===== config.mk =====
export PLATFORM = sky130hd
export DESIGN_NAME = uart_tx_engine
export DESIGN_NICKNAME = d
export VERILOG_FILES = /design/src/rtl/uart_tx_engine.sv
export SDC_FILE = /design/constraint.sdc
export NUM_CORES = 1
export LEC_CHECK = 0
export BUFFER_PORTS_ARGS = -buffer_cell sky130_fd_sc_hd__buf_2
export CORE_ASPECT_RATIO = 1.2
export CORE_MARGIN = 4
export CORE_UTILIZATION = 35
export DETAILED_ROUTE_END_ITERATION = 10
export GPL_ROUTABILITY_DRIVEN = 0
export PLACE_DENSITY = 0.48
export SKIP_CTS_REPAIR_TIMING = 1
export SYNTH_ARGS = -nofsm -noshare
export SYNTH_HDL_FRONTEND = slang
export SYNTH_SLANG_ARGS = --single-unit

===== constraint.sdc =====
create_clock -name clk -period 6.6 [get_ports clk]
set_input_delay 1.32 -clock clk [delete_from_list [all_inputs] [get_ports clk]]
set_output_delay 1.32 -clock clk [all_outputs]
set_load 0.05 [all_outputs]

===== src/rtl/uart_tx_engine.sv =====
// UART transmit engine: pops bytes from the TX FIFO and serialises them as 8N1 at baud_div_i clocks per bit.
// Define UART_TX_PARITY_EN to insert an even-parity bit between the data bits and the stop bit.
module uart_tx_engine #(
    parameter int DIV_WIDTH = 32
) (
    input  logic                 clk,
    input  logic                 rst,
    input  logic                 tx_en_i,
    input  logic                 tx_fifo_empty_i,
    input  logic [7:0]           tx_data_i,
    input  logic [DIV_WIDTH-1:0] baud_div_i,
    output logic                 tx_fifo_rd_en_o,
    output logic                 txd_o,
    output logic                 tx_busy_o,
    output logic                 tx_done_o
);

`ifdef UART_TX_PARITY_EN
    typedef enum logic [2:0] {
        ST_IDLE   = 3'd0,
        ST_POP    = 3'd1,
        ST_LOAD   = 3'd2,
        ST_START  = 3'd3,
        ST_DATA   = 3'd4,
        ST_PARITY = 3'd5,
        ST_STOP   = 3'd6
    } state_t;
`else
    typedef enum logic [2:0] {
        ST_IDLE  = 3'd0,
        ST_POP   = 3'd1,
        ST_LOAD  = 3'd2,
        ST_START = 3'd3,
        ST_DATA  = 3'd4,
        ST_STOP  = 3'd5
    } state_t;
`endif

    localparam logic [DIV_WIDTH-1:0] ONE = DIV_WIDTH'(1);

    state_t               r_state;
    logic [DIV_WIDTH-1:0] r_cnt;
    logic [DIV_WIDTH-1:0] r_div_q;
    logic [2:0]           r_idx;
    logic [7:0]           r_shift;
`ifdef UART_TX_PARITY_EN
    logic                 r_parity;
`endif

    logic w_start_ok;
    logic w_bit_end;
    logic w_stop_last_next;
    logic w_div_is_one;

    assign w_start_ok       = tx_en_i && !tx_fifo_empty_i && (baud_div_i != '0);
    assign w_bit_end        = (r_cnt == r_div_q - ONE);
    // True when the cycle after this one is the final cycle of the current bit.
    assign w_stop_last_next = (r_cnt + ONE == r_div_q - ONE);
    assign w_div_is_one     = (r_div_q == ONE);

    // NOTE: every register here is state, so all updates use <= to take effect together at the edge;
    // a blocking = would let later statements see the new value within the same cycle.
    always_ff @(posedge clk or posedge rst) begin
        if (rst) begin
            r_state         <= ST_IDLE;
            r_cnt           <= '0;
            r_div_q         <= '0;
            r_idx           <= '0;
            r_shift         <= '0;
`ifdef UART_TX_PARITY_EN
            r_parity        <= 1'b0;
`endif
            txd_o           <= 1'b1;
            tx_fifo_rd_en_o <= 1'b0;
            tx_busy_o       <= 1'b0;
            tx_done_o       <= 1'b0;
        end else begin
            tx_fifo_rd_en_o <= 1'b0;
            tx_done_o       <= 1'b0;

            case (r_state)
                ST_IDLE: begin
                    txd_o <= 1'b1;
                    r_cnt <= '0;
                    r_idx <= '0;
                    if (w_start_ok) begin
                        r_state         <= ST_POP;
                        tx_fifo_rd_en_o <= 1'b1;
                        tx_busy_o       <= 1'b1;
                    end else begin
                        tx_busy_o <= 1'b0;
                    end
                end

                ST_POP: begin
                    r_state <= ST_LOAD;
                end

                // The registered-read FIFO presents the popped byte during this cycle.
                ST_LOAD: begin
                    r_shift <= tx_data_i;
                    r_div_q <= baud_div_i;
`ifdef UART_TX_PARITY_EN
                    r_parity <= ^tx_data_i;
`endif
                    r_cnt   <= '0;
                    r_idx   <= '0;
                    r_state <= ST_START;
                    txd_o   <= 1'b0;
                end

                ST_START: begin
                    if (w_bit_end) begin
                        r_cnt   <= '0;
                        r_state <= ST_DATA;
                        txd_o   <= r_shift[0];
                    end else begin
                        r_cnt <= r_cnt + ONE;
                    end
                end

                ST_DATA: begin
                    if (w_bit_end) begin
                        r_cnt   <= '0;
                        r_shift <= r_shift >> 1;
                        if (r_idx == 3'd7) begin
                            r_idx <= '0;
`ifdef UART_TX_PARITY_EN
                            r_state <= ST_PARITY;
                            txd_o   <= r_parity;
`else
                            r_state   <= ST_STOP;
                            txd_o     <= 1'b1;
                            tx_done_o <= w_div_is_one;
`endif
                        end else begin
                            r_idx <= r_idx + 3'd1;
                            txd_o <= r_shift[1];
                        end
                    end else begin
                        r_cnt <= r_cnt + ONE;
                    end
                end

`ifdef UART_TX_PARITY_EN
                ST_PARITY: begin
                    if (w_bit_end) begin
                        r_cnt     <= '0;
                        r_state   <= ST_STOP;
                        txd_o     <= 1'b1;
                        tx_done_o <= w_div_is_one;
                    end else begin
                        r_cnt <= r_cnt + ONE;
                    end
                end
`endif

                // Done is registered one cycle early so it lines up with the last stop cycle.
                ST_STOP: begin
                    txd_o <= 1'b1;
                    if (w_bit_end) begin
                        r_cnt <= '0;
                        if (w_start_ok) begin
                            r_state         <= ST_POP;
                            tx_fifo_rd_en_o <= 1'b1;
                            tx_busy_o       <= 1'b1;
                        end else begin
                            r_state   <= ST_IDLE;
                            tx_busy_o <= 1'b0;
                        end
                    end else begin
                        r_cnt     <= r_cnt + ONE;
                        tx_done_o <= w_stop_last_next;
                    end
                end

                default: begin
                    r_state   <= ST_IDLE;
                    txd_o     <= 1'b1;
                    tx_busy_o <= 1'b0;
                end
            endcase
        end
    end

endmodule


==> run metrics <==
area grow syn2layout=10.15%; leak pwr=2.726 nW; worst clock skew=10.21 ps; highest attainable clock frequency=0.2293 GHz; # IOs=48; total via count after detailed routing=5325; Mapped Cells=700; status=complete, no violations; number of antenna violations at the first check in global routing=0; portion of the post-synthesis area used by sequential elements=0.3365; Die Y=152.6 um; flop and latch count out of synthesis=82; setup total negative slack=0 ps; Req. time, crit path=6790 ps; overall routed net length=17.43 mm; most used flip-flop cell after synthesis=dfrtp_1; number of global-route vias before repair=5180; Clk Tree Root Cell=clkbuf_16; share of the synthesized area in the top cell type=0.3322; count of different cell masters after synthesis=69; global routing usage summed across all routing layers=0.1816; Setup Crit Path Kind=reg -> reg; number of max-slew violations in the final report=0; clock insertion delay at the later pin of the skew report=350 ps; final setup violation count=0; most used cells in the layout excluding fill and tap cells=81 x dfrtp_1, 76 x nand2_1, 58 x xnor2_1, 47 x buf_2, 45 x nor2_1; leading cell types by total area after synthesis=dfrtp_1 33%, xnor2_1 8.3%, mux2_2 5.9%; largest area contributor in the netlist=dfrtp_1; Slew headroom=0.3217; unrepaired setup endpoints after global routing=false; deepest clock path buffer count=2; fraction of final layout cells with drive strength greater than 1=0.1690; I/O Buffers=47; first-pass GRT wire length=28.47 mm; leading cell type in the layout, fill and taps excluded=dfrtp_1; category of the worst setup path capture point=register; Tightest Pin Transition=1017 ps; number of warnings issued by yosys=0; Total Die Area=19620 sq um; number of H-tree levels=3; std cell rows=52; Avg Synthesized Cell Area=8.716 sq um; maximum number of pins on one net before global-route repair=60; Async S/R FF share, synth=1.000; Post-synth EDFFs=0; routed len/inst=18.58 um; clock tree from TritonCTS=built; total standard cell area after synthesis=6101 sq um; net count of the finished layout=766; detailed-router iteration count before antenna repair=5; final critical path time including I/O delays and setup=4361 ps; Syn Nets=749; post-CTS clock slew at the launch and capture registers of the worst setup and hold paths=70 ps; number of buffers inserted during clock tree synthesis=9; DRC violations left=0; diode insertion count for antenna repair=0; die extent in x=128.5 um; Final Hold Vio Count=0; grt total ovfl=0; worst-path fanout max=59; number of vias per cell=5.677; areal power density over the cells=266.3 nW/um^2; non-filler cells, final=938; Max IR drop VDD=0.1367 mV; fin crit share=0.6608; max capacitance violation total=0; classification of the worst-slack hold path=reg -> reg; CTS sink count=82; starting density of the core=0.3593; Worst setup SP type=register; remaining antenna violation count=0; violation count after the first detailed-route iteration=335; total core area=16980 sq um; WP data arrival=4550 ps; post-detail-place hpwl=13.41 mm; Cell Count Post-Placement=922
==> cells in the mapped netlist (all sizes together), types with 3 or more instances <==
library cell / number
a211oi: 4
a21o: 3
a21oi: 25
a22o: 5
a31oi: 30
a41oi: 5
and2: 7
and3: 8
and4: 3
buf: 10
clkbuf: 33
dfrtp: 81
ha: 5
inv: 9
mux2: 39
mux2i: 8
nand2: 76
nand2b: 15
nand3: 32
nand3b: 5
nand4: 22
nor2: 46
nor2b: 3
nor3: 25
nor3b: 5
nor4: 26
nor4bb: 3
o211a: 4
o211ai: 10
o21a: 7
o21ai: 18
o31ai: 6
or2: 3
or3: 11
or4: 11
xnor2: 58
xor2: 18
==> kinds of logic after synthesis <==
| family | count (synthesis) | share of synthesized area |
|---|---|---|
| buffers and inverters | 52 | 0.03630 |
| XOR/XNOR | 76 | 0.1091 |
| AND/OR/NAND/NOR | 309 | 0.2756 |
| flip-flops | 82 | 0.3365 |
| adder cells (fa/ha/maj) | 5 | 0.01025 |
| AO/OA/AOI/OAI | 129 | 0.1434 |
| multiplexers | 47 | 0.08880 |
==> layout make-up <==
| cell class | instances | area [sq um] |
|---|---|---|
| Clock buffer | 9 | 225.2 |
| Clock inverter | 7 | 51.30 |
| Fill cell | 1733 | 10260 |
| Inverter | 9 | 35.03 |
| Multi-Input combinational cell | 566 | 3835 |
| Sequential cell | 82 | 2053 |
| Tap cell | 216 | 270.3 |
| Timing Repair Buffer | 49 | 250.2 |
==> through the flow <==
stage	hold slack, ps	cell area [sq um]	util	setup WS [ps]	total power, mW
after global routing	516.7	6720	0.3957	1924	1.896
after global placement	484.6	6444	0.3795	2398	1.295
final	503.7	6720	0.3957	2239	1.789
after CTS	510.7	6720	0.3957	2257	1.806
after floorplan	464.1	6101	-	3141	1.162
after detailed placement	486.0	6444	0.3795	2273	1.310
==> layer usage <==
layer / vias to the layer above / wire length [um] / track usage
met1: 2575 / 8210 / 0.2558
met2: 102 / 8374 / 0.2898
li1: 2629 / - / -
met4: 0 / 296 / 0.05553
met5: - / 0 / 0
met3: 19 / 551 / 0.02349
==> worst paths after layout <==
kind	end	slack, ps	cells past startpoint	start
min reg2reg	r_shift[0]	500	1	r_shift[0]
min	r_shift[0]	500	1	r_shift[0]
max in group asynchronous	r_div_q[26]	4520	3	rst
min in group asynchronous	r_cnt[3]	1040	2	rst
max reg2reg	r_cnt[5]	2240	10	r_div_q[4]
max	r_cnt[5]	2240	10	r_div_q[4]
==> flip-flops by register name (all words and copies together), names as in the netlist <==
register,count
r_idx,3
txd_o,1
r_cnt,32
r_shift,8
tx_done_o,1
tx_fifo_rd_en_o,1
tx_busy_o,1
r_div_q,32
r_state,3
==> power breakdown <==
| part | leakage (nW) | internal [mW] | switching [mW] |
|---|---|---|---|
| Clock | 0.132 | 0.257 | 0.227 |
| Sequential | 1.03 | 0.581 | 0.139 |
| Combinational | 1.56 | 0.282 | 0.304 |
==> critical path, cell delays in order (launching register included) <==
cell	delay (ps)
dfrtp_1	500
nor4_4	610
nand4_1	530
or4_1	640
a22o_1	250
or4_4	520
nor4b_4	370
a21oi_4	90
buf_4	320
a41oi_1	280
a31oi_1	60
No activity file was read; power rests on OpenSTA's default activity.
